File: config.mk
export PLATFORM = sky130hd
export DESIGN_NAME = counter_cmd_seq
export DESIGN_NICKNAME = d
export VERILOG_FILES = /design/src/rtl/counter_cmd_seq.sv
export SDC_FILE = /design/constraint.sdc
export NUM_CORES = 1
export LEC_CHECK = 0
export ABC_AREA = 1
export BUFFER_PORTS_ARGS = -buffer_cell sky130_fd_sc_hd__buf_2
export CAP_MARGIN = 5
export CORE_MARGIN = 4
export CORE_UTILIZATION = 25
export CTS_BUF_LIST = sky130_fd_sc_hd__clkbuf_16
export CTS_CLUSTER_DIAMETER = 80
export DETAILED_ROUTE_END_ITERATION = 10
export GPL_TIMING_DRIVEN = 0
export PLACE_DENSITY_LB_ADDON = 0.05
export SYNTH_ARGS = -nofsm -noshare
export SYNTH_HDL_FRONTEND = slang
export SYNTH_SLANG_ARGS = --single-unit
export TNS_END_PERCENT = 20
File: constraint.sdc
create_clock -name clk -period 1.82 [get_ports clk]
set_input_delay 0.273 -clock clk [delete_from_list [all_inputs] [get_ports clk]]
set_output_delay 0.273 -clock clk [all_outputs]
set_load 0.02 [all_outputs]
File: src/rtl/counter_cmd_seq.sv
// Command sequencer driving a downstream up-counter: accepts LOAD/RUN commands
// and turns them into load strobes, enable windows and a completion pulse.
module counter_cmd_seq #(
  parameter int IDATA_WIDTH = 16
) (
  input  logic                   clk,
  input  logic                   reset,
  input  logic                   cmd_valid,
  output logic                   cmd_ready,
  input  logic [1:0]             cmd_op,
  input  logic [IDATA_WIDTH-1:0] cmd_data,
  input  logic                   hold,
  input  logic                   abort,
  output logic                   load,
  output logic                   enable,
  output logic [IDATA_WIDTH-1:0] data_in,
  output logic                   busy,
  output logic                   done
);

  typedef enum logic [1:0] {
    S_IDLE = 2'd0,
    S_LOAD = 2'd1,
    S_RUN  = 2'd2,
    S_DONE = 2'd3
  } state_t;

  localparam logic [1:0]             OP_LOAD = 2'b01;
  localparam logic [1:0]             OP_RUN  = 2'b10;
  localparam logic [IDATA_WIDTH-1:0] ONE     = {{(IDATA_WIDTH-1){1'b0}}, 1'b1};

  state_t                 state;
  logic [IDATA_WIDTH-1:0] remaining;

  // Strobes decode straight from state so an asynchronous reset drops them at once;
  // abort masks them in the same cycle it is raised.
  assign cmd_ready = (state == S_IDLE);
  assign busy      = (state != S_IDLE);
  assign done      = (state == S_DONE);
  assign load      = (state == S_LOAD) && !abort;
  assign enable    = (state == S_RUN) && !hold && !abort;

  always_ff @(posedge clk or negedge reset) begin
    if (!reset) begin
      state     <= S_IDLE;
      remaining <= '0;
      data_in   <= '0;
    end else begin
      case (state)
        S_IDLE: begin
          if (cmd_valid) begin
            case (cmd_op)
              OP_LOAD: begin
                data_in <= cmd_data;
                state   <= S_LOAD;
              end
              OP_RUN: begin
                if (cmd_data == '0) begin
                  state <= S_DONE;
                end else begin
                  remaining <= cmd_data;
                  state     <= S_RUN;
                end
              end
              default: state <= S_IDLE;
            endcase
          end
        end
        S_LOAD: state <= abort ? S_IDLE : S_DONE;
        S_RUN: begin
          if (abort) begin
            state <= S_IDLE;
          end else if (!hold) begin
            // Count is consumed on enabled cycles only; leaving at 1 gives exactly N enables.
            remaining <= remaining - ONE;
            if (remaining == ONE) state <= S_DONE;
          end
        end
        S_DONE:  state <= S_IDLE;
        default: state <= S_IDLE;
      endcase
    end
  end

endmodule

==> out/metrics.yaml, run 1 <==
status: "complete, no violations"
async_flop_share: 1.000
timing.final.crit_period_ps: 1709
path_delay_family: "buffers and inverters"
finalCoreUtilization: 0.3218
areaGrowthSynthToFinish_pct: 24.96
ys_types: 26
drt-pass1-iter-count: 4
cts.path.max_buffers: 2
leakagePower_nw: 1.399
die_h_um: 100.0
post_drt_wl_per_cell_um: 13.56
final_design_area_no_fill_um2: 2644
net-switching-power_mw: 1.962
relSlewSlack: 0.4322
antenna_cells: 0
synth_top_cells_by_area: "dfrtp_1 (40%), nand2_1 (21%), nor2_1 (6.4%)"
grt_antenna_before_repair: 0
yosysTopAreaCellShare: 0.4021
finalHoldWorstSlack_ps: 99.19
viasPerCell: 4.289
proportion_of_power_drawn_by_combinational_gates: 0.474
final_hpwl_dp_um: 4776
max-vdd-ir-drop_mv: 0.6077
critical-path-slowest-cell: "dfrtp_1"
dpl-instance-area_um2: 2462
globalplace.congestion: 0.7673
synthesis.yosys.warnings: 0
criticalPathCategory: "reg2out"
drcViolationCount: 0
initial_core_util: 0.2575
critical-path-max-stage-delay_ps: 400
maxClockFrequency_mhz: 585.1
groute.usage.overall: 0.1367
first_iter_violations: 103
ioPinCount: 44
route.final.wire_length_um: 6250
synth_most_common_cell: "nand2_1"
grt_remaining_overflow: 0
setup-violations-final: 0
timing.critical_path.arrival_ps: 1440
cell_area_after_technology_mapping_um2: 2116
netSwitchingFraction: 0.4509
cts_tree: "built"
vias: 1977
synthCells: 303
syn-num-nets: 334
global_route.usage.met2: 0.2175
final-seq-area_um2: 850.8
timing.reg2reg.setup_slack_ps: 120
met3_routing_resource_usage_after_global_routing: 0.03405
layout-drive-gt1-share: 0.2163
layout.filler_cells: 911
multi_input_area_um2: 1110
largest_net_degree_at_the_start_of_global_routing: 35
final_nets: 386
most_used_standard_cells_in_the_synthesized_netlist: "nand2_1 (118), nor2_1 (36), dfrtp_1 (34)"
die_area_um2: 9999
maxSlewViolCount: 0
synth_enable_flop_cells: 0
die-width_um: 100.0
critical_path_required_ps: 1550
grt_first_pass_wirelength_um: 10750
p_int_mw: 2.389
hp-class: "in2async"
grt_pass1_vias: 2070
synth_area_per_cell_um2: 6.983
io_buffers: 43
synth.yosys.seq_area_share: 0.4021
clkSinkCount: 34
min_period_over_period: 0.9390
cp.buffers_inverters: 4
clk_transition_reported_paths_ps: 60
cts_max_level: 2
use_met1: 0.1891
synth_area_leader_cell: "dfrtp_1"
final.setup_skew_ps: 7.318
worstSkewPairLatency_ps: 280
layer_carrying_the_most_global_route_usage: "met2"
max-cap-violations: 0
cts_inserted_buffers: 5
power.share.sequential: 0.332
max_slew.worst_pin.slew_ps: 851.7
count_of_standard_cell_rows: 33
cts_root_buffer: "clkbuf_16"
setup.worst_path.end_class: "output port"
antenna_left: 0
synthFlopType: "dfrtp_1"
worst-path-max-fanout: 10
power.density_cell_area_nw_per_um2: 1646
synth_seq_cells: 34
cell_chain_critical_path: "inv_1, ha_1, buf_6, inv_8, nor3_2, buf_4"
design.core.area_um2: 8217
clock_power_share: 0.194
critPathLaunchType: "flop"
hold_violations: 0
[flip-flops by register name (all words and copies together), names as in the netlist]
name,count
data_in,16
remaining,16
state,2
[cells in the final DEF, fill, tap and decap left out, drive strengths merged, types with 3 or more instances in the layout]
cell type	netlist	routed
nor2	39	39
a21oi	5	5
mux2	9	9
clkbuf	3	9
o21ai	20	20
nand3	19	19
buf	4	48
dfrtp	34	34
nand2	120	120
inv	31	33
or2	3	3
ha	8	8
[worst paths after layout]
path	from	endpoint	cells past startpoint
max in group asynchronous	reset	data_in[7]$_DFFE_PN0P_	1
min reg2reg	data_in[3]$_DFFE_PN0P_	data_in[3]$_DFFE_PN0P_	2
min in group clk	cmd_data[9]	data_in[9]$_DFFE_PN0P_	2
max reg2reg	state[0]$_DFFE_PN0P_	remaining[2]$_DFFE_PN0P_	7
max	state[0]$_DFFE_PN0P_	enable	6
min	reset	remaining[4]$_DFFE_PN0P_	1
[final cells by class]
cell class,count,area share
multi-input cells,230,0.4198
clock buffers,5,0.04733
well taps,105,0.04969
clock inverters,3,0.006626
plain buffers,7,0.01846
flip-flops and latches,34,0.3218
repair buffers,45,0.08803
inverters,32,0.04827
[per-layer routing]
metal  wire (um)  vias to the layer above
li1            -                     1050
met1        3182                      883
met2        2742                       39
met3         274                        5
met4          51                        0
met5           0                        -
[worst reg2reg max path: cells and delay by family, from the launching register on]
family	cells	cell delay (ps)
buffers and inverters	3	710
DFF	1	400
AOI/OAI and AO/OA	1	180
adders and majority gates	1	160
and+or+nand+nor	2	140
[cell families (layout without fill, tap and decap cells)]
| kind of cell | after synthesis | count (layout) | synth area share |
|---|---|---|---|
| AO/OA/AOI/OAI | 26 | 26 | 0.06268 |
| XOR/XNOR | 1 | 1 | 0.004140 |
| adder cells (fa/ha/maj) | 8 | 8 | 0.04731 |
| buffers and inverters | 39 | 92 | 0.07687 |
| flip-flops | 34 | 34 | 0.4021 |
| multiplexers | 9 | 9 | 0.04790 |
| AND/OR/NAND/NOR | 186 | 186 | 0.3590 |
[per-stage QoR]
stage / total power, mW / std cells / TNS, ps / setup WS, ps
after CTS: 4.366 / 459 / 0 / 10.20
after global routing: 4.793 / 461 / -5.086 / -5.086
after detailed placement: 3.481 / 451 / 0 / 36.26
after floorplan: 2.839 / 303 / 0 / 125.8
after global placement: 3.489 / 451 / 0 / 24.17
final: 4.351 / 461 / 0 / 111.0
[repair_timing]
item,in CTS,in global routing
buffers inserted,0,2
hold buffers,0,0
setup endpoints to repair,1,19
resized for setup,4,4
[power by group through the flow]
| stage | combinational [mW] | clock (mW) | sequential, mW |
|---|---|---|---|
| 3_5_place_dp | 2.03 | 0 | 1.46 |
| 5_1_grt | 2.39 | 0.893 | 1.51 |
| 6_report | 2.06 | 0.843 | 1.45 |
| 4_1_cts | 2.05 | 0.871 | 1.45 |
| 2_1_floorplan | 1.23 | 0 | 1.61 |
| 3_3_place_gp | 2.03 | 0 | 1.46 |
No activity file was read; power rests on OpenSTA's default activity.
==> run 2, diff against run 1 <==
- CTS_CLUSTER_DIAMETER: 80 -> 100
- PLACE_DENSITY: not set -> 0.4
- PLACE_DENSITY_LB_ADDON: 0.05 -> not set
==> out/metrics.yaml, run 2 (synthesized netlist as in run 1, its figures left out) <==
final-seq-area_um2: 852.1  # was 850.8 um2
relSlewSlack: 0.4545  # was 0.4322
clkSinkCount: 34  # unchanged
reg.largest.list: "data_in: 16 flops, remaining: 16 flops, state: 2 flops"  # unchanged
count_of_standard_cell_rows: 33  # unchanged
globalplace.congestion: 0.8255  # was 0.7673
critPathLaunchType: "flop"  # unchanged
place_ws_ps: -26.89  # was 36.26 ps
grt_first_pass_wirelength_um: 10250  # was 10750 um
final.setup_skew_ps: 2.705  # was 7.318 ps
hp-class: "in2async"  # unchanged
setup.worst_path.end_class: "output port"  # unchanged
initial_core_util: 0.2575  # unchanged
criticalPathCategory: "reg2out"  # unchanged
cts.path.max_buffers: 2  # unchanged
clock_power_share: 0.222  # was 0.194
max-vdd-ir-drop_mv: 0.6797  # was 0.6077 mV
layout.filler_cells: 896  # was 911
worstSkewPairLatency_ps: 280  # about the same
max-cap-violations: 0  # unchanged
route.final.wire_length_um: 6071  # was 6250 um
most_common_cell_after_layout_fill_and_taps_aside: "nand2_1"  # unchanged
maxSlewViolCount: 0  # unchanged
maxClockFrequency_mhz: 590.2  # was 585.1 MHz
layout_setup_ws_ps: 125.6  # was 111.0 ps
netSwitchingFraction: 0.4378  # was 0.4509
post_cts_buffers: 0  # unchanged
final_hpwl_dp_um: 4698  # was 4776 um
io_buffers: 43  # unchanged
first_iter_violations: 87  # was 103
design.core.area_um2: 8217  # unchanged
multi_input_area_um2: 1110  # unchanged
setup-violations-final: 0  # unchanged
cts_inserted_buffers: 5  # unchanged
groute.usage.overall: 0.1318  # was 0.1367
dpl.cell_count: 451  # unchanged
antenna_left: 0  # unchanged
layout-drive-gt1-share: 0.2232  # was 0.2163
drcViolationCount: 0  # unchanged
proportion_of_power_drawn_by_combinational_gates: 0.453  # was 0.474
vias: 1968  # was 1977
min_period_over_period: 0.9310  # was 0.9390
reg2reg_from: "state[1]$_DFFE_PN0P_"  # was state[0]$_DFFE_PN0P_
timing.final.crit_period_ps: 1694  # was 1709 ps
post_drt_wl_per_cell_um: 13.23  # was 13.56 um
grt_pass1_vias: 1995  # was 2070
timing.setup.tns_ps: 0  # unchanged
final_nets: 384  # was 386
net-switching-power_mw: 1.961  # was 1.962 mW
instances_no_fill: 459  # was 461
cts_max_level: 2  # unchanged
largest_net_degree_at_the_start_of_global_routing: 35  # unchanged
grt_remaining_overflow: 0  # unchanged
die_area_um2: 9999  # unchanged
leakagePower_nw: 1.392  # was 1.399 nW
status: "complete, no violations"  # unchanged
hold_violations: 0  # unchanged
areaGrowthSynthToFinish_pct: 25.67  # was 24.96%
post_cts_hold_buffer_count: 0  # unchanged
most-common-layout-cells: "nand2_1 (118), buf_2 (42), nor2_1 (36), dfrtp_1 (33), inv_1 (29)"  # was nand2_1 (118), buf_2 (42), nor2_1 (36), dfrtp_1 (34), inv_1 (31)
drt-pass1-iter-count: 4  # unchanged
timing.critical_path.from: "state[0]$_DFFE_PN0P_"  # unchanged
max_slew.worst_pin.slew_ps: 818.3  # was 851.7 ps
worst-path-max-fanout: 10  # unchanged
p_int_mw: 2.518  # was 2.389 mW
clk_transition_reported_paths_ps: 60  # about the same
cts_root_buffer: "clkbuf_16"  # unchanged
ioPinCount: 44  # unchanged
power.share.sequential: 0.325  # was 0.332
viasPerCell: 4.288  # was 4.289
rsz0062_at_grt: "false"
timing.critical_path.arrival_ps: 1420  # was 1440 ps
cts_tree: "built"  # unchanged
die-width_um: 100.0  # unchanged
grt_antenna_before_repair: 0  # unchanged
antenna_cells: 0  # unchanged
die_h_um: 100.0  # unchanged
power.density_cell_area_nw_per_um2: 1684  # was 1646 nW/um2
critical_path_required_ps: 1550  # about the same
run 2: cell types whose count changed in the layout (fill, tap and decap cells not counted), sizes merged:
cell      delta
inv          -1
clkbuf       -1
clkinv       -2
bufinv       +1
clkinvlp     +2
buf          -1
run 2: power groups by stage:
stage / Sequential, mW / Clock, mW / Combinational (mW)
after floorplan: 1.61 / 0 / 1.23
after global placement: 1.46 / 0 / 2.01
after detailed placement: 1.46 / 0 / 2.03
after CTS: 1.46 / 1.01 / 2.04
after global routing: 1.52 / 1.06 / 2.32
final: 1.46 / 0.995 / 2.03
run 2: through the flow:
step | hold WS, ps | util | area [um2] | total power [mW]
2_1_floorplan | -22.59 | - | 2116 | 2.839
3_3_place_gp | 425.0 | 0.2997 | 2462 | 3.467
3_5_place_dp | 415.4 | 0.2997 | 2462 | 3.486
4_1_cts | 119.2 | 0.3218 | 2644 | 4.516
5_1_grt | 151.7 | 0.3236 | 2659 | 4.904
6_report | 75.48 | 0.3236 | 2659 | 4.479
run 2: routing by layer:
layer  share of wire  global-route usage
met1            0.50              0.1839
met2            0.46              0.2099
met3           0.029             0.02502
met4           0.010             0.03420
met5               0                   0
run 2: worst max-delay path: stages (launching register included):
cell,delay (ps)
dfrtp_2,430
inv_2,70
ha_1,150
buf_6,170
inv_8,60
nor3_2,100
buf_4,160
run 2: worst paths after layout:
kind | depth (start not counted) | to | slack, ps
max | 6 | enable | 130
min | 1 | data_in[1]$_DFFE_PN0P_ | 80
max reg2reg | 5 | data_in[12]$_DFFE_PN0P_ | 140
min reg2reg | 2 | data_in[4]$_DFFE_PN0P_ | 490
max in group asynchronous | 1 | state[0]$_DFFE_PN0P_ | 1160
min in group clk | 2 | data_in[8]$_DFFE_PN0P_ | 260
run 2: layout make-up:
type | instances | area share
clock buffer | 5 | 0.04706
timing repair buffer | 43 | 0.08188
clock inverter | 3 | 0.01694
multi-input combinational | 230 | 0.4174
sequential | 34 | 0.3205
buffer | 7 | 0.01882
inverter | 32 | 0.04800
tap | 105 | 0.04941
run 2: timing repair:
action                                  in CTS  in global routing
endpoints found under the setup margin       7                 17
gates resized for setup                      5                  7
endpoints found under the hold margin        0                  0
